<file path="config.mk">
export PLATFORM = sky130hd
export DESIGN_NAME = mem_arbiter_flat
export DESIGN_NICKNAME = d
export VERILOG_FILES = /design/src/rtl/mem_arb_pkg.sv /design/src/rtl/mem_arbiter_if.sv /design/src/rtl/rr_arbiter2.sv /design/src/rtl/mem_arbiter.sv /design/src/flat_wrapper.sv
export SDC_FILE = /design/constraint.sdc
export NUM_CORES = 1
export LEC_CHECK = 0
export CORE_MARGIN = 2
export CORE_UTILIZATION = 35
export CTS_CLUSTER_SIZE = 16
export DETAILED_ROUTE_END_ITERATION = 7
export PLACE_DENSITY = 0.84
export SYNTH_ARGS = -nofsm -noshare
export SYNTH_HDL_FRONTEND = slang
export SYNTH_SLANG_ARGS = --single-unit
</file>
<file path="constraint.sdc">
create_clock -name clk -period 3.42 [get_ports clk]
set_clock_uncertainty 0.2 [all_clocks]
set_input_delay 0.684 -clock clk [delete_from_list [all_inputs] [get_ports clk]]
set_output_delay 0.684 -clock clk [all_outputs]
set_load 0.01 [all_outputs]
</file>
<file path="src/rtl/mem_arb_pkg.sv">
// mem_arb_pkg: shared FSM encoding and requester ids for mem_arbiter.
// Optional macro MEM_ARB_TIMEOUT_EN is consumed by mem_arbiter only.
package mem_arb_pkg;

  typedef enum logic [1:0] {
    IDLE = 2'd0,
    BUSY = 2'd1,
    ACK  = 2'd2
  } state_e;

  localparam logic M0 = 1'b0;
  localparam logic M1 = 1'b1;

endpackage

</file>
<file path="src/rtl/mem_arbiter_if.sv">
// mem_arbiter_if: requester-side and memory-side signals of mem_arbiter.
// slave = arbiter view, master = environment (requesters + memory) view.
interface mem_arbiter_if #(
  parameter int AW = 32,
  parameter int DW = 32
);

  logic          m0_req;
  logic          m0_we;
  logic [AW-1:0] m0_addr;
  logic [DW-1:0] m0_wd;
  logic [DW-1:0] m0_rd;
  logic          m0_ack;
  logic          m0_err;

  logic          m1_req;
  logic          m1_we;
  logic [AW-1:0] m1_addr;
  logic [DW-1:0] m1_wd;
  logic [DW-1:0] m1_rd;
  logic          m1_ack;
  logic          m1_err;

  logic          mem_valid;
  logic          mem_we;
  logic [AW-1:0] mem_addr;
  logic [DW-1:0] mem_wd;
  logic [DW-1:0] mem_rd;
  logic          mem_ready;

  logic          busy;
  logic          grant;

  modport slave (
    input  m0_req, m0_we, m0_addr, m0_wd,
    output m0_rd, m0_ack, m0_err,
    input  m1_req, m1_we, m1_addr, m1_wd,
    output m1_rd, m1_ack, m1_err,
    output mem_valid, mem_we, mem_addr, mem_wd,
    input  mem_rd, mem_ready,
    output busy, grant
  );

  modport master (
    output m0_req, m0_we, m0_addr, m0_wd,
    input  m0_rd, m0_ack, m0_err,
    output m1_req, m1_we, m1_addr, m1_wd,
    input  m1_rd, m1_ack, m1_err,
    input  mem_valid, mem_we, mem_addr, mem_wd,
    output mem_rd, mem_ready,
    input  busy, grant
  );

endinterface

</file>
<file path="src/rtl/rr_arbiter2.sv">
// rr_arbiter2: combinational two-way round-robin pick.
// On a tie the requester that did not win last time is chosen.
module rr_arbiter2
  import mem_arb_pkg::*;
(
  input  logic [1:0] req,
  input  logic       last_grant,
  output logic       valid,
  output logic       winner
);

  always_comb begin
    valid  = |req;
    winner = M0;
    unique case (1'b1)
      (req == 2'b11): winner = ~last_grant;
      (req == 2'b10): winner = M1;
      (req == 2'b01): winner = M0;
      default:        winner = M0;
    endcase
  end

endmodule

</file>
<file path="src/rtl/mem_arbiter.sv">
// mem_arbiter: shares one memory port between m0 and m1 (IDLE/BUSY/ACK).
// Define MEM_ARB_TIMEOUT_EN to abort BUSY after TIMEOUT_CYCLES with err.
module mem_arbiter
  import mem_arb_pkg::*;
#(
  parameter int AW             = 32,
  parameter int DW             = 32,
  parameter int TIMEOUT_CYCLES = 16
) (
  input logic          clk,
  input logic          rstn,
  mem_arbiter_if.slave bus
);

  if (TIMEOUT_CYCLES < 1 || TIMEOUT_CYCLES > 255) begin : g_to_chk
    $error("TIMEOUT_CYCLES must fit the 8-bit wait counter");
  end

  state_e        state_q, state_d;
  logic          last_q, last_d;
  logic          grant_q, grant_d;
  logic          busy_q, busy_d;
  logic          mem_valid_q, mem_valid_d;
  logic          mem_we_q, mem_we_d;
  logic [AW-1:0] mem_addr_q, mem_addr_d;
  logic [DW-1:0] mem_wd_q, mem_wd_d;
  logic [DW-1:0] rd0_q, rd0_d;
  logic [DW-1:0] rd1_q, rd1_d;
  logic          ack0_q, ack0_d;
  logic          ack1_q, ack1_d;

  logic          arb_valid;
  logic          arb_win;
  logic          timeout;
  logic [DW-1:0] done_rd;

`ifdef MEM_ARB_TIMEOUT_EN
  logic [7:0] wait_q, wait_d;
  logic       err0_q, err0_d;
  logic       err1_q, err1_d;

  assign timeout = (wait_q == 8'(TIMEOUT_CYCLES - 1));
`else
  assign timeout = 1'b0;
`endif

  rr_arbiter2 u_rr (
    .req        ({bus.m1_req, bus.m0_req}),
    .last_grant (last_q),
    .valid      (arb_valid),
    .winner     (arb_win)
  );

  // A timed-out access returns zero data to its requester.
  assign done_rd = bus.mem_ready ? bus.mem_rd : '0;

  always_comb begin
    state_d     = state_q;
    last_d      = last_q;
    grant_d     = grant_q;
    busy_d      = busy_q;
    mem_valid_d = mem_valid_q;
    mem_we_d    = mem_we_q;
    mem_addr_d  = mem_addr_q;
    mem_wd_d    = mem_wd_q;
    rd0_d       = rd0_q;
    rd1_d       = rd1_q;
    ack0_d      = 1'b0;
    ack1_d      = 1'b0;
`ifdef MEM_ARB_TIMEOUT_EN
    wait_d      = wait_q;
    err0_d      = 1'b0;
    err1_d      = 1'b0;
`endif
    unique case (state_q)
      IDLE: begin
        if (arb_valid) begin
          state_d     = BUSY;
          grant_d     = arb_win;
          last_d      = arb_win;
          busy_d      = 1'b1;
          mem_valid_d = 1'b1;
          if (arb_win == M1) begin
            mem_we_d   = bus.m1_we;
            mem_addr_d = bus.m1_addr;
            mem_wd_d   = bus.m1_wd;
          end else begin
            mem_we_d   = bus.m0_we;
            mem_addr_d = bus.m0_addr;
            mem_wd_d   = bus.m0_wd;
          end
`ifdef MEM_ARB_TIMEOUT_EN
          wait_d = '0;
`endif
        end
      end
      BUSY: begin
`ifdef MEM_ARB_TIMEOUT_EN
        wait_d = wait_q + 8'd1;
`endif
        if (bus.mem_ready || timeout) begin
          state_d     = ACK;
          mem_valid_d = 1'b0;
          mem_we_d    = 1'b0;
          if (grant_q == M1) begin
            rd1_d  = done_rd;
            ack1_d = 1'b1;
`ifdef MEM_ARB_TIMEOUT_EN
            err1_d = ~bus.mem_ready;
`endif
          end else begin
            rd0_d  = done_rd;
            ack0_d = 1'b1;
`ifdef MEM_ARB_TIMEOUT_EN
            err0_d = ~bus.mem_ready;
`endif
          end
        end
      end
      ACK: begin
        state_d = IDLE;
        busy_d  = 1'b0;
      end
      default: begin
        state_d     = IDLE;
        busy_d      = 1'b0;
        mem_valid_d = 1'b0;
        mem_we_d    = 1'b0;
      end
    endcase
  end

  always_ff @(posedge clk or negedge rstn) begin
    if (!rstn) begin
      state_q     <= IDLE;
      last_q      <= M1;
      grant_q     <= M0;
      busy_q      <= 1'b0;
      mem_valid_q <= 1'b0;
      mem_we_q    <= 1'b0;
      mem_addr_q  <= '0;
      mem_wd_q    <= '0;
      rd0_q       <= '0;
      rd1_q       <= '0;
      ack0_q      <= 1'b0;
      ack1_q      <= 1'b0;
`ifdef MEM_ARB_TIMEOUT_EN
      wait_q      <= '0;
      err0_q      <= 1'b0;
      err1_q      <= 1'b0;
`endif
    end else begin
      state_q     <= state_d;
      last_q      <= last_d;
      grant_q     <= grant_d;
      busy_q      <= busy_d;
      mem_valid_q <= mem_valid_d;
      mem_we_q    <= mem_we_d;
      mem_addr_q  <= mem_addr_d;
      mem_wd_q    <= mem_wd_d;
      rd0_q       <= rd0_d;
      rd1_q       <= rd1_d;
      ack0_q      <= ack0_d;
      ack1_q      <= ack1_d;
`ifdef MEM_ARB_TIMEOUT_EN
      wait_q      <= wait_d;
      err0_q      <= err0_d;
      err1_q      <= err1_d;
`endif
    end
  end

  assign bus.mem_valid = mem_valid_q;
  assign bus.mem_we    = mem_we_q;
  assign bus.mem_addr  = mem_addr_q;
  assign bus.mem_wd    = mem_wd_q;
  assign bus.m0_rd     = rd0_q;
  assign bus.m1_rd     = rd1_q;
  assign bus.m0_ack    = ack0_q;
  assign bus.m1_ack    = ack1_q;
  assign bus.busy      = busy_q;
  assign bus.grant     = grant_q;

`ifdef MEM_ARB_TIMEOUT_EN
  assign bus.m0_err = err0_q;
  assign bus.m1_err = err1_q;
`else
  assign bus.m0_err = 1'b0;
  assign bus.m1_err = 1'b0;
`endif

endmodule

</file>
<file path="src/flat_wrapper.sv">
// flat-port wrapper written by rule: the top's interface ports become plain ports
module mem_arbiter_flat import mem_arb_pkg::*;
#(
  parameter int AW             = 32,
  parameter int DW             = 32,
  parameter int TIMEOUT_CYCLES = 16
)
  (clk, rstn, bus_m0_req, bus_m0_we, bus_m0_addr, bus_m0_wd, bus_m0_rd, bus_m0_ack, bus_m0_err, bus_m1_req, bus_m1_we, bus_m1_addr, bus_m1_wd, bus_m1_rd, bus_m1_ack, bus_m1_err, bus_mem_valid, bus_mem_we, bus_mem_addr, bus_mem_wd, bus_mem_rd, bus_mem_ready, bus_busy, bus_grant);
  mem_arbiter_if #(.AW(AW), .DW(DW)) bus_i ();
  input logic clk;
  input logic rstn;
  input wire logic [$bits(bus_i.m0_req)-1:0] bus_m0_req;
  input wire logic [$bits(bus_i.m0_we)-1:0] bus_m0_we;
  input wire logic [$bits(bus_i.m0_addr)-1:0] bus_m0_addr;
  input wire logic [$bits(bus_i.m0_wd)-1:0] bus_m0_wd;
  output wire logic [$bits(bus_i.m0_rd)-1:0] bus_m0_rd;
  output wire logic [$bits(bus_i.m0_ack)-1:0] bus_m0_ack;
  output wire logic [$bits(bus_i.m0_err)-1:0] bus_m0_err;
  input wire logic [$bits(bus_i.m1_req)-1:0] bus_m1_req;
  input wire logic [$bits(bus_i.m1_we)-1:0] bus_m1_we;
  input wire logic [$bits(bus_i.m1_addr)-1:0] bus_m1_addr;
  input wire logic [$bits(bus_i.m1_wd)-1:0] bus_m1_wd;
  output wire logic [$bits(bus_i.m1_rd)-1:0] bus_m1_rd;
  output wire logic [$bits(bus_i.m1_ack)-1:0] bus_m1_ack;
  output wire logic [$bits(bus_i.m1_err)-1:0] bus_m1_err;
  output wire logic [$bits(bus_i.mem_valid)-1:0] bus_mem_valid;
  output wire logic [$bits(bus_i.mem_we)-1:0] bus_mem_we;
  output wire logic [$bits(bus_i.mem_addr)-1:0] bus_mem_addr;
  output wire logic [$bits(bus_i.mem_wd)-1:0] bus_mem_wd;
  input wire logic [$bits(bus_i.mem_rd)-1:0] bus_mem_rd;
  input wire logic [$bits(bus_i.mem_ready)-1:0] bus_mem_ready;
  output wire logic [$bits(bus_i.busy)-1:0] bus_busy;
  output wire logic [$bits(bus_i.grant)-1:0] bus_grant;
  assign bus_i.m0_req = bus_m0_req;
  assign bus_i.m0_we = bus_m0_we;
  assign bus_i.m0_addr = bus_m0_addr;
  assign bus_i.m0_wd = bus_m0_wd;
  assign bus_m0_rd = bus_i.m0_rd;
  assign bus_m0_ack = bus_i.m0_ack;
  assign bus_m0_err = bus_i.m0_err;
  assign bus_i.m1_req = bus_m1_req;
  assign bus_i.m1_we = bus_m1_we;
  assign bus_i.m1_addr = bus_m1_addr;
  assign bus_i.m1_wd = bus_m1_wd;
  assign bus_m1_rd = bus_i.m1_rd;
  assign bus_m1_ack = bus_i.m1_ack;
  assign bus_m1_err = bus_i.m1_err;
  assign bus_mem_valid = bus_i.mem_valid;
  assign bus_mem_we = bus_i.mem_we;
  assign bus_mem_addr = bus_i.mem_addr;
  assign bus_mem_wd = bus_i.mem_wd;
  assign bus_i.mem_rd = bus_mem_rd;
  assign bus_i.mem_ready = bus_mem_ready;
  assign bus_busy = bus_i.busy;
  assign bus_grant = bus_i.grant;
  mem_arbiter #(.AW(AW), .DW(DW), .TIMEOUT_CYCLES(TIMEOUT_CYCLES)) u_core (.clk(clk), .rstn(rstn), .bus(bus_i));
endmodule
</file>
==> impl_results.md <==
- Outcome: complete, no violations
- Maxcap violations: 0
- Largest net degree at the start of global routing: a little over 70
- Max frequency: roughly 420 MHz
- Critical path class: in2reg
- IO Count: a little over 300
- Final Cycle Share: 69.1%
- CP top delay family: buffers and inverters
- Post-synth top area share: around 58%
- Initial DRC count: approximately 120
- Synth top area cells: dfrtp_1 (58%), mux2_2 (29%), mux2_1 (7.7%), buf_2 (1.4%), buf_6 (0.96%)
- Layout cells sized above 1: 27.9%
- # Post-CTS Setup Buffers: 0
- CTS tree: yes
- Synth Warn #: 0
- Reg2reg end: u_core.bus.mem_wd[8]
- Num CTS Buffers: 17
- Worst reg2reg path depth: 4
- HP Class: in2async
- Top-count cell post-synth: mux2_2
- FF-to-FF Start: u_core.last_q
- VDD IR max: 0.000518 V
- Vias in the first global route: around 4800
- Relative slew slack: 57.2%
- CP Cell Sequence: clkdlybuf4s50_1 > a21bo_2 > buf_12 > mux2_1 > mux2_2
- Synth cell types: 22
- Cell Rows: 47
- Post_cts resized: 0
- Power Dens Cells: 881 mW/mm^2
- Cell Count, Final, Fillers Out: 909
- RePlAce Congestion: ~0.78
- Initial Util: 35.6%
- Leak: 3.97 nW
- Root buf cell: clkbuf_16
- CP Launch Point: bus_m1_req
- Max Slew Vio Count: 0
- Width of the die: 133 um
- Worst Setup End Kind: flip-flop
- RSZ-0062 raised after global routing: no
- Critical Path AT: 2.44 ns
- Number of placed cells counting well taps: just under 900
- Sequential-to-total area share from yosys stat: between 50% and 60%
- Slowest-stage cell, CP: clkdlybuf4s50_1
- GR Util All Layers: 17.9%
- Reg-to-reg slack, setup: 1.38 ns
- Crit path launch type: input port
- Post-synth ARST share: 100%
- Clock latency at the later pin of the worst-skew pair: 0.40 ns
- Core area: between 0.015 and 0.02 mm^2
- CTS Hold Bufs: 0
- Detailed-route wire length: between 15000 and 20000 um
- Ys flop type: dfrtp_1
- Clock sink count: around 140
- Setup TNS: 0 ns
- Area of the mapped netlist: ~0.0059 mm^2
- Vias/cell: 4.65
- Post-synth top cells: mux2_2 (152), dfrtp_1 (136), mux2_1 (40)
- CP Data Required Time: 3.50 ns
- # DRC: 0
- Die Y: 133 um
- First-pass DRT Iterations: 4
- H-Tree Depth: 4
- Setup violators final: 0
- Cell accounting for the most synthesized area: dfrtp_1
- WP buf/inv: 2
- Cell count after synthesis: between 300 and 400
- Placed wire-length estimate: ~12000 um
- Routed len/inst: 17.4 um
- First-pass GRT wire length: around 25000 um
- Final ANT Viol Nets: 0
- Clk buf depth: 2
- Total gr overflow: 0
- DR vias: 4229
- Mean Syn Cell Area: between 15 and 20 um^2
- Antenna cell count: 0
- Min Tclk post-route: 2.36 ns
- Slew @ Worst Pin: 0.642 ns
- CP Max Fanout: 66
- PortBufs: 300
- Final net count: 843
- Synthesized flop and latch total: 137
- CTS clk-pin slew, worst paths: about 0.06 ns
- Synth-to-Final Area Change: 64.7%
- Die footprint: 0.0178 mm^2
- Final hold viol count: 0
- Antenna violations before repair: 0
- Max stage delay on crit path: 0.49 ns
- EDFF count, synth: 0
## layout make-up
| type | instances | area, um^2 |
|---|---|---|
| Sequential cell | 137 | 3430 |
| Fill cell | 1267 | 6800 |
| Multi-Input combinational cell | 213 | 2300 |
| Inverter | 2 | 7.51 |
| Clock buffer | 20 | 447 |
| Tap cell | 220 | 275 |
| Timing Repair Buffer | 305 | 3080 |
| Clock inverter | 12 | 125 |
## power by group
part	switching (mW)	leakage (nW)	total (mW)	internal (mW)
clock	0.676	0.276	1.76	1.09
sequential	0.441	1.62	2.90	2.46
combinational	1.42	2.08	3.86	2.44
total	2.54	3.97	8.52	5.98
## stage by stage
stage	hold WS (ns)	setup slack [ns]	area, um^2	total power [mW]	utilization [%]
global route	0.108	1.03	9670	8.98	58.7
CTS	0.0848	1.07	9670	8.66	58.7
detailed placement	0.280	0.654	9090	6.84	55.2
floorplan	0.188	1.38	5870	4.59	-
global placement	0.262	0.671	9090	6.68	55.2
finish	0.0662	1.06	9670	8.52	58.7
## placed cells by master, fill, tap and decap left out, types with 2 or more instances in the layout
cell type / instances
bufinv_16: 2
buf_4: 2
nand2_1: 4
clkbuf_16: 17
mux2_2: 152
mux2_1: 40
clkdlybuf4s50_1: 299
mux2i_1: 2
inv_1: 2
clkbuf_1: 2
dfrtp_1: 136
clkinvlp_4: 3
conb_1: 2
buf_12: 3
o21ai_0: 3
clkinv_2: 5
## cell families (layout without fill, tap and decap cells)
kind of cell	after synthesis	in the layout	share of synthesized area, %
buffers and inverters	25	339	2.71
AOI/OAI and AO/OA	8	8	0.831
and+or+nand+nor	9	9	0.768
other	1	2	0.0639
DFF	137	137	58.4
muxes	194	194	37.2
## flip-flops by register name, summed over array words and instances, names as in the netlist, 2 cells and up
name                 flops
u_core.bus.mem_wd       32
u_core.bus.mem_addr     32
u_core.state_q           2
u_core.bus.m1_rd        32
u_core.bus.m0_rd        32
## layer usage
metal / up-vias / routed length, um / global-route usage (%)
met4: 0 / 261 / 5.38
met2: 192 / 8410 / 33.4
li1: 1934 / - / -
met5: - / 0 / 0
met1: 2081 / 5740 / 18.2
met3: 22 / 1420 / 7.23
## how the worst max path moves through the flow
stage	to	slack (ns)	cells past startpoint
global placement	u_core.bus.mem_addr[24]	0.67	5
finish	u_core.bus.mem_wd[8]	1.06	5
global route	u_core.bus.mem_wd[8]	1.03	5
detailed placement	u_core.bus.mem_addr[24]	0.65	5
floorplan	u_core.bus.mem_addr[11]	1.38	5
CTS	u_core.bus.mem_wd[8]	1.07	5
## worst reg2reg max path, stage by stage, from the launching register on
cell and delay (ns):
dfstp_2 0.55, a21bo_2 0.16, buf_12 0.31, mux2_1 0.43, mux2_2 0.28
No activity file was read; power rests on OpenSTA's default activity.
